==> config.mk <==
export PLATFORM = sky130hd
export DESIGN_NAME = path_mailbox
export DESIGN_NICKNAME = d
export VERILOG_FILES = /design/src/rtl/path_mailbox_pkg.sv /design/src/rtl/path_fifo.sv /design/src/rtl/path_mailbox.sv
export SDC_FILE = /design/constraint.sdc
export NUM_CORES = 1
export LEC_CHECK = 0
export BUFFER_PORTS_ARGS = -buffer_cell sky130_fd_sc_hd__buf_2
export CAP_MARGIN = 10
export CELL_PAD_IN_SITES_DETAIL_PLACEMENT = 0
export CELL_PAD_IN_SITES_GLOBAL_PLACEMENT = 1
export CORE_MARGIN = 10
export CORE_UTILIZATION = 39
export CTS_CLUSTER_DIAMETER = 50
export DETAILED_ROUTE_END_ITERATION = 8
export PLACE_DENSITY_LB_ADDON = 0.1
export SLEW_MARGIN = 40
export SYNTH_ARGS = -nofsm -noshare
export SYNTH_HDL_FRONTEND = slang
export SYNTH_SLANG_ARGS = --single-unit
==> constraint.sdc <==
create_clock -name clk -period 2.77 [get_ports clk]
set_input_delay 0 -clock clk [delete_from_list [all_inputs] [get_ports clk]]
set_output_delay 0 -clock clk [all_outputs]
set_load 0.01 [all_outputs]
==> src/rtl/path_mailbox_pkg.sv <==
// Shared definitions for the path mailbox: register offsets, FSM states, defaults.
// Latency: n/a (declarations only).
// Backpressure: n/a.
package path_mailbox_pkg;

    // Default node index width; the top-level NODE_W parameter falls back to this.
    localparam int DEF_NODE_W = 5;

    // Byte offsets inside the 256-byte register window.
    localparam logic [7:0] OFS_START  = 8'h00;
    localparam logic [7:0] OFS_END    = 8'h04;
    localparam logic [7:0] OFS_PATH   = 8'h08;
    localparam logic [7:0] OFS_DONE   = 8'h0C;
    localparam logic [7:0] OFS_STATUS = 8'h10;
    localparam logic [7:0] OFS_LEN    = 8'hE0;

    typedef enum logic [1:0] {
        IDLE    = 2'd0,
        LOAD    = 2'd1,
        COMPUTE = 2'd2,
        DRAIN   = 2'd3
    } mbx_state_t;

    // Returns {in_window, offset[7:0]}. The subtraction wraps, so addresses
    // below the base land far outside the window and are rejected too.
    function automatic logic [8:0] win_decode(input logic [31:0] addr,
                                              input logic [31:0] base);
        logic [31:0] ofs;
        ofs = addr - base;
        return {(ofs[31:8] == 24'd0), ofs[7:0]};
    endfunction

endpackage

==> src/rtl/path_fifo.sv <==
// Circular node FIFO with flush; pointers wrap modulo DEPTH so any depth works.
// Latency: a pushed node is visible on dout the cycle after the push.
// Backpressure: push while full is dropped, pop while empty is ignored; flush has priority.
//
// Ports: clk, reset_n (async active-low), push/din, pop, flush,
//        dout (head entry), full, empty, count (0..DEPTH).
module path_fifo #(
    parameter int DEPTH = 12,
    parameter int W     = 5
) (
    input  logic                       clk,
    input  logic                       reset_n,
    input  logic                       push,
    input  logic [W-1:0]               din,
    input  logic                       pop,
    input  logic                       flush,
    output logic [W-1:0]               dout,
    output logic                       full,
    output logic                       empty,
    output logic [$clog2(DEPTH+1)-1:0] count
);
    localparam int PW = (DEPTH > 1) ? $clog2(DEPTH) : 1;
    localparam int CW = $clog2(DEPTH + 1);

    logic [W-1:0]  mem [DEPTH];
    logic [PW-1:0] wr_ptr;
    logic [PW-1:0] rd_ptr;
    logic          do_push;
    logic          do_pop;

    // Explicit wrap instead of natural overflow: DEPTH need not be a power of 2.
    function automatic logic [PW-1:0] ptr_inc(input logic [PW-1:0] p);
        return (p == PW'(DEPTH - 1)) ? '0 : p + PW'(1);
    endfunction

    assign full    = (count == CW'(DEPTH));
    assign empty   = (count == '0);
    assign do_push = push && !full;
    assign do_pop  = pop && !empty;
    assign dout    = mem[rd_ptr];

    always_ff @(posedge clk) begin
        if (do_push && !flush) begin
            mem[wr_ptr] <= din;
        end
    end

    always_ff @(posedge clk or negedge reset_n) begin
        if (!reset_n) begin
            wr_ptr <= '0;
            rd_ptr <= '0;
            count  <= '0;
        end else if (flush) begin
            wr_ptr <= '0;
            rd_ptr <= '0;
            count  <= '0;
        end else begin
            if (do_push) begin
                wr_ptr <= ptr_inc(wr_ptr);
            end
            if (do_pop) begin
                rd_ptr <= ptr_inc(rd_ptr);
            end
            if (do_push && !do_pop) begin
                count <= count + CW'(1);
            end else if (!do_push && do_pop) begin
                count <= count - CW'(1);
            end
        end
    end

endmodule

==> src/rtl/path_mailbox.sv <==
// Memory-mapped pathfinding mailbox: host loads START/END, CPU returns a path that is streamed out.
// Latency: CPU read data one cycle after address; first path node the cycle after DONE=1.
// Backpressure: path_valid holds a node until path_ready; pushes into a full FIFO are dropped (overflow).
//
// Ports:
//   clk, reset_n                           clock, async active-low reset
//   ext_mem_wrt/ext_data_addr/ext_wrt_data host write port (START, END)
//   cpu_mem_write/cpu_addr/cpu_wr_data     CPU write port (PATH, DONE, STATUS clear, LEN)
//   cpu_rd_data                            registered CPU read data (START, END, STATUS)
//   path_node/path_valid/path_ready        node stream to the path follower
//   path_len, busy, overflow, len_err      status outputs
// STATUS reads as {overflow, len_err, done, count} packed from bit 0 upward
// (count occupies the low $clog2(PATH_DEPTH+1) bits); a write with bit31 set
// clears overflow and len_err.
// Optional feature macro: PATH_LEN_CHECK_EN -- when defined, a LEN/count
// mismatch at DONE flushes the path, sets len_err and returns to IDLE.
module path_mailbox
    import path_mailbox_pkg::*;
#(
    parameter logic [31:0] BASE_ADDR  = 32'h0200_0000,
    parameter int          PATH_DEPTH = 12,
    parameter int          NODE_W     = DEF_NODE_W,
    parameter int          LEN_W      = 4
) (
    input  logic              clk,
    input  logic              reset_n,
    input  logic              ext_mem_wrt,
    input  logic [31:0]       ext_data_addr,
    input  logic [31:0]       ext_wrt_data,
    input  logic              cpu_mem_write,
    input  logic [31:0]       cpu_addr,
    input  logic [31:0]       cpu_wr_data,
    output logic [31:0]       cpu_rd_data,
    output logic [NODE_W-1:0] path_node,
    output logic              path_valid,
    input  logic              path_ready,
    output logic [LEN_W-1:0]  path_len,
    output logic              busy,
    output logic              overflow,
    output logic              len_err
);
    localparam int CNT_W = $clog2(PATH_DEPTH + 1);

    mbx_state_t        state;
    mbx_state_t        state_nx;
    logic [NODE_W-1:0] start_reg;
    logic [NODE_W-1:0] end_reg;
    logic              start_seen;
    logic              end_seen;
    logic              done_reg;
    logic [31:0]       rd_nx;

    logic              ext_in;
    logic [7:0]        ext_ofs;
    logic              cpu_in;
    logic [7:0]        cpu_ofs;

    logic              host_start;
    logic              host_end;
    logic              host_hit;
    logic              cpu_wr_hit;
    logic              cpu_path_wr;
    logic              cpu_done_wr;
    logic              cpu_len_wr;
    logic              cpu_clr;

    logic              fifo_push;
    logic              fifo_pop;
    logic              fifo_flush;
    logic              clr_done;
    logic [NODE_W-1:0] fifo_dout;
    logic              fifo_full;
    logic              fifo_empty;
    logic [CNT_W-1:0]  fifo_count;

    // Only low node bits, bit0 and bit31 of the data buses carry meaning.
    logic              unused_bits;
    assign unused_bits = ^{ext_wrt_data, cpu_wr_data};

    assign {ext_in, ext_ofs} = win_decode(ext_data_addr, BASE_ADDR);
    assign {cpu_in, cpu_ofs} = win_decode(cpu_addr, BASE_ADDR);

    assign host_start = ext_mem_wrt && ext_in && (ext_ofs == OFS_START);
    assign host_end   = ext_mem_wrt && ext_in && (ext_ofs == OFS_END);
    assign host_hit   = host_start || host_end;

    // A host write owns the cycle: CPU PATH/DONE writes colliding with it are
    // dropped, while LEN and the STATUS clear still land.
    assign cpu_wr_hit  = cpu_mem_write && cpu_in;
    assign cpu_path_wr = cpu_wr_hit && (cpu_ofs == OFS_PATH) && !host_hit;
    assign cpu_done_wr = cpu_wr_hit && (cpu_ofs == OFS_DONE) && !host_hit;
    assign cpu_len_wr  = cpu_wr_hit && (cpu_ofs == OFS_LEN);
    assign cpu_clr     = cpu_wr_hit && (cpu_ofs == OFS_STATUS) && cpu_wr_data[31];

    assign fifo_push  = (state == COMPUTE) && cpu_path_wr;
    assign path_valid = (state == DRAIN) && !fifo_empty;
    assign fifo_pop   = path_valid && path_ready;
    // Gate the head so stale FIFO contents never show on the output.
    assign path_node  = path_valid ? fifo_dout : '0;
    assign busy       = (state != IDLE);

`ifdef PATH_LEN_CHECK_EN
    logic len_bad;
    logic len_err_set;
    assign len_bad = (32'(path_len) != 32'(fifo_count));
`endif

    always_comb begin
        state_nx   = state;
        fifo_flush = 1'b0;
        clr_done   = 1'b0;
`ifdef PATH_LEN_CHECK_EN
        len_err_set = 1'b0;
`endif
        case (state)
            IDLE: begin
                if (host_hit) begin
                    state_nx = LOAD;
                end
            end
            LOAD: begin
                // Both endpoints must have been written during this LOAD round.
                if (host_hit && (start_seen || host_start) && (end_seen || host_end)) begin
                    state_nx   = COMPUTE;
                    fifo_flush = 1'b1;
                    clr_done   = 1'b1;
                end
            end
            COMPUTE: begin
                if (host_hit) begin
                    state_nx   = LOAD;
                    fifo_flush = 1'b1;
                    clr_done   = 1'b1;
                end else if (cpu_done_wr && cpu_wr_data[0]) begin
                    if (fifo_empty) begin
                        state_nx = IDLE;
                    end
`ifdef PATH_LEN_CHECK_EN
                    else if (len_bad) begin
                        state_nx    = IDLE;
                        fifo_flush  = 1'b1;
                        len_err_set = 1'b1;
                    end
`endif
                    else begin
                        state_nx = DRAIN;
                    end
                end
            end
            DRAIN: begin
                if (host_hit) begin
                    state_nx   = LOAD;
                    fifo_flush = 1'b1;
                    clr_done   = 1'b1;
                end else if (fifo_empty || (fifo_pop && (fifo_count == CNT_W'(1)))) begin
                    state_nx = IDLE;
                end
            end
            default: begin
                state_nx = IDLE;
            end
        endcase
    end

    always_comb begin
        rd_nx = '0;
        if (cpu_in) begin
            case (cpu_ofs)
                OFS_START:  rd_nx = 32'(start_reg);
                OFS_END:    rd_nx = 32'(end_reg);
                OFS_STATUS: rd_nx = 32'({overflow, len_err, done_reg, fifo_count});
                default:    rd_nx = '0;
            endcase
        end
    end

    always_ff @(posedge clk or negedge reset_n) begin
        if (!reset_n) begin
            state       <= IDLE;
            start_reg   <= '0;
            end_reg     <= '0;
            start_seen  <= 1'b0;
            end_seen    <= 1'b0;
            done_reg    <= 1'b0;
            path_len    <= '0;
            overflow    <= 1'b0;
            cpu_rd_data <= '0;
        end else begin
            state <= state_nx;
            if (host_start) begin
                start_reg <= ext_wrt_data[NODE_W-1:0];
            end
            if (host_end) begin
                end_reg <= ext_wrt_data[NODE_W-1:0];
            end
            // Seen flags accumulate only while in LOAD; any other state restarts
            // them from the write that (re)enters LOAD.
            start_seen <= (state == LOAD) ? (start_seen || host_start) : host_start;
            end_seen   <= (state == LOAD) ? (end_seen || host_end) : host_end;
            if (clr_done) begin
                done_reg <= 1'b0;
            end else if (cpu_done_wr) begin
                done_reg <= cpu_wr_data[0];
            end
            if (cpu_len_wr) begin
                path_len <= cpu_wr_data[LEN_W-1:0];
            end
            if (cpu_clr) begin
                overflow <= 1'b0;
            end else if (fifo_push && fifo_full) begin
                overflow <= 1'b1;
            end
            cpu_rd_data <= rd_nx;
        end
    end

`ifdef PATH_LEN_CHECK_EN
    always_ff @(posedge clk or negedge reset_n) begin
        if (!reset_n) begin
            len_err <= 1'b0;
        end else if (cpu_clr) begin
            len_err <= 1'b0;
        end else if (len_err_set) begin
            len_err <= 1'b1;
        end
    end
`else
    assign len_err = 1'b0;
`endif

    path_fifo #(
        .DEPTH (PATH_DEPTH),
        .W     (NODE_W)
    ) u_fifo (
        .clk     (clk),
        .reset_n (reset_n),
        .push    (fifo_push),
        .din     (cpu_wr_data[NODE_W-1:0]),
        .pop     (fifo_pop),
        .flush   (fifo_flush),
        .dout    (fifo_dout),
        .full    (fifo_full),
        .empty   (fifo_empty),
        .count   (fifo_count)
    );

endmodule

---- Word level (Yosys, flattened, before mapping) ----
Memories as Yosys holds them, arrays and structs flattened.
Index checks and enable logic that the tools add are counted.
storage, ports and cells
  register bits ........................... 64
  bits of input ports ..................... 133
  output and inout port bits .............. 45
  bits in writable memories ............... 60
  word-level logic and storage cells ...... 115
  memory bits (read-only) ................. 0
  bits in latches ......................... 0
  memories ................................ 1
memory list
  name        depth  bits a word  rd ports  clocked after Yosys merged registers in  wr ports  RTL line         RTL
  u_fifo.mem  12     5            1         0                                        1         path_fifo.sv:25  logic [W-1:0] mem [DEPTH];
operators by class
  add/sub/neg operators ................... 6
  reduce and logical (&&, ||, !) cells .... 48
  multiply operators ...................... 0
  muxes and demuxes ....................... 31
  bitwise operators ....................... 0
  divide/modulo/power cells ............... 0
  shift operators ......................... 0
  equality and inequality tests ........... 17
  order comparisons ....................... 0
operators with widths
  kind                      number
  $sub A32 B26 Y32 const B  2
  $logic_not A24 Y1         2
  $mux W4                   9
  $mux W32                  1
  $logic_and A1 B1 Y1       24
  $pmux W7 S3               1
  $eq A8 B3 Y1 const B      2
  $eq A8 B4 Y1 const B      2
  $logic_not A8 Y1          2
  $mux W2                   7
  $add A4 B1 Y4 const B     3
  $eq A4 B4 Y1 const B      3
  $mux W1                   10
  $reduce_bool A2 Y1        5
  $eq A8 B5 Y1 const B      1
  $eq A8 B8 Y1 const B      1
  $pmux W2 S4               1
  $logic_not A1 Y1          6
  $ne A3 B2 Y1 const B      2
  $mux W5                   1
  $eq A2 B2 Y1 const B      2
  $eq A4 B1 Y1 const B      1
  $logic_not A4 Y1          1
  $logic_or A1 B1 Y1        4
  8 further kinds           9

---- Logic depth before layout (Yosys ltp) ----
Gate-level depths: netlist of the first run.
  word-level depth ........................ 14
  gate-level depth with buffers ........... 9
  mapped depth without buffers ............ 8

---- Modules after synthesis ----
Synthesis of the first run repeated with hierarchy kept, for this count alone.
unflattened totals
  cells, all modules ...................... 398
  area total of the unflattened synthesis .. 5,072.4 um^2
by module, submodules not included
  module        area each (um^2)  cells an instance  sequential area each (um^2)  times used
  path_fifo     3,256.9           213                2,102.0                      1
  path_mailbox  1,815.5           185                650.6                        1

---- Worst setup path after synthesis of the first run ----
No wires, ideal clock.
  kind .................................... register to register
  start point ............................. register state[0]
  end point ............................... memory u_fifo.mem[11][0], enable pin
  stages on the path, launching flop included .. 7
  required time ........................... 2.396 ns
  period minus slack after synthesis ...... 2.182 ns
  path buffers ............................ 1
  library setup time ...................... 0.374 ns
  arrival time ............................ 1.809 ns
  path slack .............................. 0.588 ns
  cell sequence ........................... dfrtp_1 buf_2 nor4bb_1 nand4_1 nor4_4 nand2_2 nor3_1
between the ends
  word-level cells in the longest chain between the ends .. 7
  elaborated cells on any way between the ends .. 11
  classes of those cells .................. eq/ne: 3; mux: 3; reduce/logical: 5
ends and longest elaborated chain
  element                                 RTL line                                 RTL
  start: declaration                      path_mailbox.sv:44                       mbx_state_t state;
  start signal: assignment                path_mailbox.sv:189                      state <= state_nx;
  $eq A2 B2 Y1, on equally long branches  path_mailbox.sv:95, path_mailbox.sv:115
  $reduce_or A2 Y1 (no source line)       -
  $pmux W1 S2                             path_mailbox.sv:115                      case (state)
  $logic_not A1 Y1                        path_fifo.sv:43                          if (do_push && !flush) begin
  $logic_and A1 B1 Y1 *                   path_fifo.sv:43
  $mux W1 *                               path_fifo.sv:43
  $mux W1 (implied by the code) *         path_fifo.sv:44                          mem[wr_ptr] <= din;
  end: declaration                        path_fifo.sv:25
Every way passes the cells marked *; elsewhere a longest branch is shown, timed or not.

---- Worst setup path after layout of the first run ----
  start point ............................. register u_fifo.count[1]
  end point ............................... memory u_fifo.mem[8][3], enable pin
between the ends
  word-level cells in the longest chain between the ends .. 6
ends and longest elaborated chain
  element                        RTL line         RTL
  start: declaration             path_fifo.sv:20  output logic [$clog2(DEPTH+1)-1:0] count
  start signal: assignment       path_fifo.sv:65  count <= count + CW'(1);
  start signal: assignment       path_fifo.sv:67  count <= count - CW'(1);
  $eq A4 B4 Y1                   path_fifo.sv:36  assign full = (count == CW'(DEPTH));
  $logic_not A1 Y1               path_fifo.sv:38  assign do_push = push && !full;
  $logic_and A1 B1 Y1            path_fifo.sv:38
  $logic_and A1 B1 Y1            path_fifo.sv:43
  $mux W1                        path_fifo.sv:43
  $mux W1 (implied by the code)  path_fifo.sv:44
No other way between the ends.

==> results of run 1 <==
==> stage by stage <==
stage / util [%] / cells / total power (W)
2_1_floorplan: - / 394 / 0.00165
4_1_cts: 48.2 / 655 / 0.00297
3_5_place_dp: 45.1 / 631 / 0.00171
3_3_place_gp: 45.0 / 631 / 0.00171
5_1_grt: 48.2 / 655 / 0.00305
6_report: 48.2 / 655 / 0.00293
==> critical path, stage by stage, from the launching register on <==
cell,delay [ns]
dfrtp_1,0.48
inv_1,0.12
ha_1,0.26
nand3_1,0.12
nand4_1,0.15
nor4_4,0.25
nand2_2,0.14
nor3_1,0.23
and2_1,0.37
==> cells in the mapped netlist (4+ instances only) <==
library cell,number,area [um^2]
a21o_1,4,30.0
a21oi_1,14,70.1
a222oi_1,5,50.1
a31oi_1,4,25.0
and2_1,8,50.1
and3_1,7,43.8
buf_2,4,20.0
buf_4,28,210
dfrtp_1,38,951
edfxtp_1,60,1800
ha_1,10,125
inv_1,12,45.0
mux2_2,15,169
mux2i_1,6,60.1
mux4_2,15,338
nand2_1,15,56.3
nand3_1,10,50.1
nand4_1,7,43.8
nor2_1,30,113
nor3_1,12,60.1
nor4_1,10,62.6
==> cell usage in the layout, fill, tap and decap left out, drive strengths merged, types with 6 or more instances in the layout <==
cell,n
a21oi,14
and2,8
and3,7
buf,107
clkbuf,10
conb,27
dfrtp,38
dlygate4sd3,8
edfxtp,60
ha,10
inv,14
mux2,15
mux2i,6
mux4,15
nand2,16
nand3,10
nand4,8
nor2,34
nor3,13
nor4,14
o21ai,7
==> worst paths after layout <==
check / to / slack [ns] / cells past startpoint
worst max-delay path: u_fifo.mem[8][3]$_DFFE_PP_ / 0.29 / 8
worst min-delay path: u_fifo.mem[0][3]$_DFFE_PP_ / 0.04 / 1
worst max register to register: u_fifo.mem[8][3]$_DFFE_PP_ / 0.29 / 8
worst min register to register: start_seen$_DFF_PN0_ / 0.48 / 1
max in group asynchronous: start_reg[2]$_DFFE_PN0P_ / 2.25 / 2
min in group asynchronous: start_seen$_DFF_PN0_ / 0.17 / 2
==> power by group through the flow <==
stage          sequential, W  clock (W)  combinational (W)
2_1_floorplan        0.00158          0          0.0000647
3_3_place_gp         0.00158          0           0.000125
3_5_place_dp         0.00158          0           0.000128
4_1_cts              0.00155    0.00128           0.000137
5_1_grt              0.00155    0.00134           0.000154
6_report             0.00155    0.00125           0.000136
==> metal layers <==
| layer | part of all wire (%) | GRT usage (%) | up-vias | wire length, um |
|---|---|---|---|---|
| li1 | - | - | 1571 | - |
| met1 | 45 | 16.0 | 1598 | 4970 |
| met2 | 48 | 21.0 | 103 | 5340 |
| met3 | 6.7 | 4.38 | 7 | 747 |
| met4 | 0.64 | 2.63 | 0 | 71 |
| met5 | 0 | 0 | - | 0 |
==> logic make-up (layout without fill, tap and decap cells) <==
| family | count (synthesis) | after routing | synth area share [%] |
|---|---|---|---|
| AOI/OAI and AO/OA | 42 | 42 | 5.94 |
| xor gates and xnor gates | 5 | 5 | 0.908 |
| adders and majority gates | 10 | 10 | 2.59 |
| buffers and inverters | 50 | 143 | 6.33 |
| DFF | 98 | 98 | 57.1 |
| muxes | 36 | 36 | 11.7 |
| other | 1 | 27 | 0.0777 |
| and+or+nand+nor | 126 | 126 | 15.4 |
==> final cells by class <==
type                    count  share of cell area (%)
inverters                  12                   0.774
flip-flops and latches     98                    47.3
multi-input cells         246                    32.0
well taps                 168                    3.61
clock inverters             6                    1.27
clock buffers              10                    3.94
repair buffers            115                    11.1
==> results.md, run 1 <==
- Status: complete, no violations
- Top FF cell, synth: edfxtp_1
- Initial antenna violation count: 0
- Critical path class: flip-flop to flip-flop
- Post-route cell area: 5820 um^2
- Crit path max fanout: 6
- Initial DRT Pass Iterations: 7
- Clock Tree Root: clkbuf_16
- Worst skew pair latency: 0.33 ns
- Post-Syn Instances: 368
- Worst Setup Start Kind: flip-flop
- Gr ovfl total: 0
- Dpl cell area: 5440 um^2
- Seq pwr share: around 53%
- Clock Path Buffers: 2
- HP Class: input pin to flip-flop
- Fmax: around 400 MHz
- Sink Count: 98
- Row cnt: 40
- GP Congestion: 0.740
- Final Setup Violations: 0
- Largest Register: u_fifo.mem
- Aggregate negative setup slack: 0 ns
- # IOs: 178
- Multi-input combinational cell area: 1860 um^2
- Drt initial violations: 135
- Synth cell types: 59
- Sequential share of the synthesized area: 57.1%
- Tmin final: roughly 2.5 ns
- RSZ-0062 raised after global routing: false
- Final worst slack: 0.290 ns
- Die ar.: 17200 um^2
- Largest net degree at the start of global routing: 39
- Comb power frac: 4.7%
- Leak Pwr: 2.48 nW
- Skew final: 0.00784 ns
- Hold_ws: 0.0365 ns
- IO buf count: 97
- Sw Ratio: a little over a fifth
- Max-cap violations: 0
- H-Tree Level Count: 3
- Wirelength, routed: 11.1 mm
- Fin nets: 625
- FF-to-FF Start: u_fifo.count[1]$_DFFE_PN0P_
- P_int: 0.00232 W
- Post-Place Worst Slack: 0.250 ns
- Mean post-synth cell area: 13.1 um^2
- Asr flop ratio synth: 38.8%
- Worst Min Path Start: cpu_wr_data[3]
- Fill count: around 1100
- Worst endpoint required time: 2.77 ns
- Largest register FFs: 60
- Layout cells sized above 1: a little over a third
- Max-slew violation count: 0
- Flops & latches, synth: 98
- Reg clk slew, reported paths: 0.07 ns
- Ant diodes: 0
- Die H: 131 um
- Initial core utilization: 40.0%
- Final period utilization: approximately nine tenths
- Crit path launch: u_fifo.count[1]$_DFFE_PN0P_
- Final-report hold violation count: 0
- Routed vias/inst: 5.01
- Hold buffer count at cts: 8
- CTS resizes: 0
- Critical Path Sink Type: flip-flop
- Cts bufs inserted: 9
- Slew @ Worst Pin: 0.670 ns
- Power Density: 504 nW/um^2
- Register area: 2750 um^2
- Post-DRT Antenna Nets: 0
- Gr usage total: ~13%
- Vias: 3279
- Chip Width: 131 um
- Reported net switching power: 0.000613 W
- EDFF count, synth: 60
- Dpl hpwl: between 8 and 9 mm
- Clock power frac: 42.4%
- TritonCTS clock tree: built
- Slew headroom: 55.0%
- Global-route wire length before repair: roughly 18 mm
- Top Registers: u_fifo.mem (60), cpu_rd_data (6)
- CORE AREA: 12100 um^2
- Crit path DAT: 2.48 ns
- Routed len/inst: 17.0 um
- Area grow syn2layout: 20.6%
- Maximum VDD drop: ~0.00024 V
- Syn. warnings: 0
- Post-synthesis cell area: 4820 um^2
- Vias in the first global route: 3562
- Post-CTS Setup Bufs: 0
- Final routed DRC violation total: 0
(Power assumes the default switching activity.)
==> run 2: changes to the inputs <==
--- a/config.mk
+++ b/config.mk
@@ -5,6 +5,7 @@
 export SDC_FILE = /design/constraint.sdc
 export NUM_CORES = 1
 export LEC_CHECK = 0
+export ABC_CLOCK_PERIOD_IN_PS = 2770
 export BUFFER_PORTS_ARGS = -buffer_cell sky130_fd_sc_hd__buf_2
 export CAP_MARGIN = 10
 export CELL_PAD_IN_SITES_DETAIL_PLACEMENT = 0
@@ -17,4 +18,5 @@
 export SLEW_MARGIN = 40
 export SYNTH_ARGS = -nofsm -noshare
 export SYNTH_HDL_FRONTEND = slang
+export SYNTH_HIERARCHICAL = 1
 export SYNTH_SLANG_ARGS = --single-unit
==> results.md, run 2 <==
- Status: complete, no violations
- Slew @ Worst Pin: 0.673 ns
- Global-route wire length before repair: 19.7 mm
- Inst Count DP: 677
- Top FF cell, synth: edfxtp_1
- # IOs: 178
- Commonest cells in the netlist: edfxtp_1 (60), dfrtp_1 (38), buf_4 (29)
- Area grow syn2layout: 24.5%
- TritonCTS clock tree: built
- Fill count: ~1200
- CORE AREA: approximately 13000 um^2
- Slew headroom: 55.1%
- Register area: 2750 um^2
- Worst skew pair latency: 0.34 ns
- Layout cells sized above 1: between 30 and 40%
- Routed vias/inst: 5.03
- Leak Pwr: 2.62 nW
- Top-count cell post-synth: edfxtp_1
- Largest register FFs: 60
- Flops & latches, synth: 98
- Routed len/inst: 17.0 um
- Post-route insts no fill: 704
- Final-report hold violation count: 0
- Fin nets: 670
- HP Class: input pin to flip-flop
- Cts bufs inserted: 9
- Worst Setup Start Kind: flip-flop
- Seq pwr share: 52.6%
- Clock Path Buffers: 2
- Chip Width: approximately 130 um
- Simple logic cell fraction of the synthesized area: between 10% and 20%
- Sink Count: around 100
- Gr usage total: about 14%
- Gr ovfl total: 0
- Clock Tree Root: clkbuf_16
- Most frequent cells in the layout: buf_2 (96), edfxtp_1 (60), dfrtp_1 (38)
- Multi-input combinational cell area: about 2200 um^2
- Ant diodes: 0
- Synth top area share: 35.5%
- Crit path max fanout: 4
- P_int: 0.00233 W
- Largest net degree at the start of global routing: 39
- Clock power frac: 42.4%
- Crit path DAT: 2.89 ns
- Critical path class: flip-flop to flip-flop
- Post-Syn Instances: approximately 400
- GP Congestion: 0.807
- Die ar.: 18000 um^2
- Mean post-synth cell area: ~13 um^2
- Fmax: between 300 and 400 MHz
- Die H: 134 um
- Dpl cell area: 5870 um^2
- Vias in the first global route: 3848
- Leading post-synthesis cells by cell area: edfxtp_1 (36%), dfrtp_1 (19%), mux4_2 (6.7%), buf_4 (4.3%), mux2_2 (3.8%)
- Final period utilization: 96.2%
- Wirelength, routed: 12.0 mm
- Critical Path Sink Type: flip-flop
- Synth Area in XOR/XNOR: 0.863%
- Fraction of the mapped netlist area in compound gates: between 5 and 6%
- Syn. warnings: 6
- Initial DRT Pass Iterations: 4
- Sw Ratio: a little over a fifth
- H-Tree Level Count: 3
- Post-synthesis adder-cell area fraction: 2.61%
- Reg clk slew, reported paths: 0.07 ns
- Comb power frac: 5.0%
- Row cnt: 41
- Reported net switching power: 0.000625 W
- Drt initial violations: between 150 and 200
- Most common cell after layout, fill and taps aside: buf_2
- Skew final: 0.00738 ns
- Sequential share of the synthesized area: 54.3%
- Vias: 3543
- Power Density: about 470 nW/um^2
- Max-cap violations: 0
- Final Setup Violations: 0
- Initial core utilization: between 40% and 50%
- Post-route cell area: 6320 um^2
- Tmin final: between 2 and 3 ns
- Asr flop ratio synth: 38.8%
- Yosys top cell by area: edfxtp_1
- Final routed DRC violation total: 0
- Hold_ws: roughly 0.017 ns
- IO buf count: 97
- Post-Place Worst Slack: -0.185 ns
- Final worst slack: 0.105 ns
- Top Registers: u_fifo/mem (60), cpu_rd_data (6)
- Post-DRT Antenna Nets: 0
- EDFF count, synth: 60
- Post-synthesis cell area: 5070 um^2
- Largest family of logic cells by synthesized area: simple AND/OR/NAND/NOR gates
- Initial antenna violation count: 0
- Max-slew violation count: 0
- Dpl hpwl: between 9 and 10 mm
- Multiplexer area fraction after synthesis: 13.3%
- RSZ-0062 raised after global routing: false
- Synth cell types: 56
- Worst endpoint required time: 2.99 ns
- Maximum VDD drop: 0.000274 V
- Largest Register: u_fifo/mem
[run 2: cell count changes after synthesis, sizes merged, moves of 4 or more]
cell | before | now
nand2 | 16 | 23
clkbuf | 3 | 9
nand4 | 8 | 4
nor4b | 1 | 6
and3 | 7 | 3
nor2 | 34 | 15
a222oi | 5 | 0
o21ai | 7 | 15
nor2b | 1 | 5
nor4 | 14 | 20
mux2i | 6 | 13
and2 | 8 | 25
[run 2: final cells by class]
type / count / area share [%]
Inverter: 15 / 0.891
Clock inverter: 6 / 1.15
Clock buffer: 10 / 3.63
Multi-Input combinational cell: 267 / 34.5
Sequential cell: 98 / 43.6
Tap cell: 172 / 3.41
Timing Repair Buffer: 136 / 12.9
[run 2: path summary, 6_finish.rpt]
path	startpoint	depth (start not counted)	end	slack (ns)
worst max-delay path	u_fifo/count[2]$_DFFE_PN0P_	10	u_fifo/count[3]$_DFFE_PN0P_	0.10
worst min-delay path	cpu_wr_data[4]	1	u_fifo/mem[2][4]$_DFFE_PP_	0.02
worst max register to register	u_fifo/count[2]$_DFFE_PN0P_	10	u_fifo/count[3]$_DFFE_PN0P_	0.10
worst min register to register	end_seen$_DFF_PN0_	1	end_seen$_DFF_PN0_	0.48
max in group asynchronous	reset_n	2	u_fifo/rd_ptr[1]$_DFFE_PN0P_	2.25
min in group asynchronous	reset_n	2	cpu_rd_data[0]$_DFF_PN0_	0.17
[run 2: through the flow]
stage	TNS, ns	utilization (%)	power [W]
detailed placement	-1.44	46.3	0.00172
global placement	-1.30	46.3	0.00172
global route	0	49.8	0.00307
finish	0	49.8	0.00295
floorplan	-0.0305	-	0.00165
CTS	0	49.3	0.00299
[run 2: power by group through the flow]
stage,Combinational [W],Clock (W),Sequential (W)
3_3_place_gp,0.000134,0,0.00158
3_5_place_dp,0.000139,0,0.00158
4_1_cts,0.000147,0.00129,0.00155
6_report,0.000149,0.00125,0.00155
5_1_grt,0.000168,0.00135,0.00155
2_1_floorplan,0.0000712,0,0.00158
[run 2: kinds of logic after synthesis]
| group | Yosys count |
|---|---|
| other | 1 |
| multiplexers | 46 |
| AO/OA/AOI/OAI | 43 |
| buffers and inverters | 59 |
| XOR/XNOR | 5 |
| flip-flops | 98 |
| adder cells (fa/ha/maj) | 10 |
| AND/OR/NAND/NOR | 136 |
[run 2: repair_timing]
action | CTS | global route
setup buffers | 0 | 3
resized for setup | 0 | 6
hold buffers | 8 | 0
hold endpoints to repair | 49 | 0
setup endpoints to repair | 0 | 1
[run 2: per-layer routing]
| layer | vias to the layer above | track usage (%) | part of all wire (%) |
|---|---|---|---|
| li1 | 1692 | - | - |
| met1 | 1761 | 17.9 | 47 |
| met2 | 80 | 21.8 | 48 |
| met3 | 10 | 3.62 | 4.9 |
| met4 | 0 | 3.26 | 0.97 |
| met5 | - | 0 | 0 |
[run 2: worst max-delay path, cell delays in order, from the launching register on]
cell and delay (ns):
dfrtp_1 0.41, nor4_4 0.36, and3b_1 0.24, and2_4 0.18, o41ai_2 0.09, nand3_4 0.16, ha_4 0.33, nand3_2 0.09
and3_4 0.18, mux2_4 0.29, a211o_1 0.23
==> run 3: changes to the inputs <==
==> constraint.sdc (replaced) <==
create_clock -name clk -period 2.77 [get_ports clk]
set_input_delay 0 -clock clk [delete_from_list [all_inputs] [get_ports clk]]
set_output_delay 0 -clock clk [all_outputs]
set_load 0.02 [all_outputs]
==> results.md, run 3 (same netlist as run 2, synthesis figures left out) <==
- Worst endpoint required time: 3.00 ns
- FF-to-FF Start: u_fifo/count[2]$_DFFE_PN0P_
- Post-DRT Antenna Nets: 0
- Dpl hpwl: 9.12 mm
- Busiest metal layer after global routing: met2
- Leak Pwr: 2.61 nW
- Wirelength, routed: 11.8 mm
- Crit path max fanout: 4
- Fin nets: between 600 and 700
- Inst Count DP: 677
- Met3 Track Usage GR: ~4.2%
- Maximum VDD drop: 0.000302 V
- H-Tree Level Count: 3
- Drt initial violations: 172
- Area grow syn2layout: 24.1%
- Most common cell after layout, fill and taps aside: buf_2
- Power Density: roughly 490 nW/um^2
- Vias in the first global route: 3669
- Initial core utilization: 40.0%
- CORE AREA: 12700 um^2
- TritonCTS clock tree: built
- Final routed DRC violation total: 0
- HP Class: input pin to flip-flop
- Final Setup Violations: 0
- Gr usage total: 13.4%
- # IOs: approximately 180
- Max-cap violations: 0
- Row cnt: 41
- Crit path launch: u_fifo/count[2]$_DFFE_PN0P_
- Global-route wire length before repair: 19.2 mm
- Sink Count: 98
- Largest Register: u_fifo/mem
- Largest register FFs: 60
- Worst Min Path Start: cpu_wr_data[0]
- Clock Path Buffers: 2
- Gr ovfl total: 0
- Critical Path Sink Type: flip-flop
- Max-slew violation count: 0
- Design Power: just over 0.003 W
- Met2 Use GR: 21.3%
- Finished Core Util: 49.7%
- Critical path class: flip-flop to flip-flop
- Routed len/inst: 16.8 um
- Final period utilization: 96.1%
- Initial DRT Pass Iterations: 5
- Most frequent cells in the layout: buf_2 (96), edfxtp_1 (60), dfrtp_1 (38)
- Largest net degree at the start of global routing: 39
- Cts bufs inserted: 9
- WHS Path Cells: 1
- Reg clk slew, reported paths: 0.07 ns
- Slew headroom: 53.7%
- Worst skew pair latency: 0.34 ns
- Hold_ws: 0.0327 ns
- Slew @ Worst Pin: 0.694 ns
- Die H: 134 um
- Crit path DAT: slightly below 3 ns
- Aggregate negative setup slack: 0 ns
- Layout cells sized above 1: 36.7%
- Worst Setup Start Kind: flip-flop
- Status: complete, no violations
- Vias: around 3500
- Top Registers: u_fifo/mem (60), cpu_rd_data (6)
- Chip Width: 134 um
- FF-to-FF path depth: 10
- M1 GR Usage: 17.4%
- GP Congestion: 0.806
- Clock Tree Root: clkbuf_16
- Tmin final: 2.66 ns
- Routed vias/inst: 4.94
- Ant diodes: 0
- IO buf count: 97
- Die ar.: 18000 um^2
- Skew final: 0.00734 ns
- Post-route insts no fill: roughly 700
- Final-report hold violation count: 0
- Fmax: 376 MHz
- Initial antenna violation count: 0
[run 3: worst paths after layout]
| check | to | slack (ns) |
|---|---|---|
| max | u_fifo/count[3]$_DFFE_PN0P_ | 0.11 |
| min | u_fifo/mem[6][0]$_DFFE_PP_ | 0.03 |
| max reg2reg | u_fifo/count[3]$_DFFE_PN0P_ | 0.11 |
| min reg2reg | end_seen$_DFF_PN0_ | 0.48 |
| max in group asynchronous | state[0]$_DFFE_PN0P_ | 2.26 |
| min in group asynchronous | cpu_rd_data[1]$_DFF_PN0_ | 0.15 |
[run 3: area by class of cell]
type	count	area, um^2
clock buffer	9	225
clock inverter	7	100
fill	1159	6370
inverter	15	56.3
multi-input combinational	267	2140
sequential	98	2750
tap	172	215
timing repair buffer	135	808
[run 3: through the flow]
step | setup WS (ns) | cell area, um^2
global route | -0.00272 | 6300
global placement | -0.130 | 5860
floorplan | -0.0305 | 5240
CTS | 0.0374 | 6280
detailed placement | -0.158 | 5870
finish | 0.107 | 6300
[run 3: report_power, final]
| part | switching [W] | leakage, nW | internal, W |
|---|---|---|---|
| combinational | 0.000100 | 1.41 | 0.0000625 |
| sequential | 0.00000000000130 | 1.05 | 0.00155 |
| clock | 0.000548 | 0.156 | 0.000799 |
| total | 0.000648 | 2.61 | 0.00241 |
[run 3: critical path, stage by stage (launching register included)]
cell,delay [ns]
dfrtp_1,0.42
nor4_4,0.36
and3b_1,0.24
and2_4,0.18
o41ai_2,0.09
nand3_4,0.15
ha_4,0.27
a21oi_2,0.14
and3_4,0.20
mux2_4,0.29
a211o_1,0.22
[run 3: repair_timing]
item | 4_1_cts | 5_1_grt
resized for setup | 0 | 1
setup buffers | 0 | 1
hold buffers | 9 | 0
hold endpoints to repair | 61 | 0
endpoints found under the setup margin | 0 | 1
[run 3: layer usage]
metal	routed length, um	part of all wire [%]
met1	5390	46
met4	112	0.95
met3	629	5.3
met2	5680	48
met5	0	0
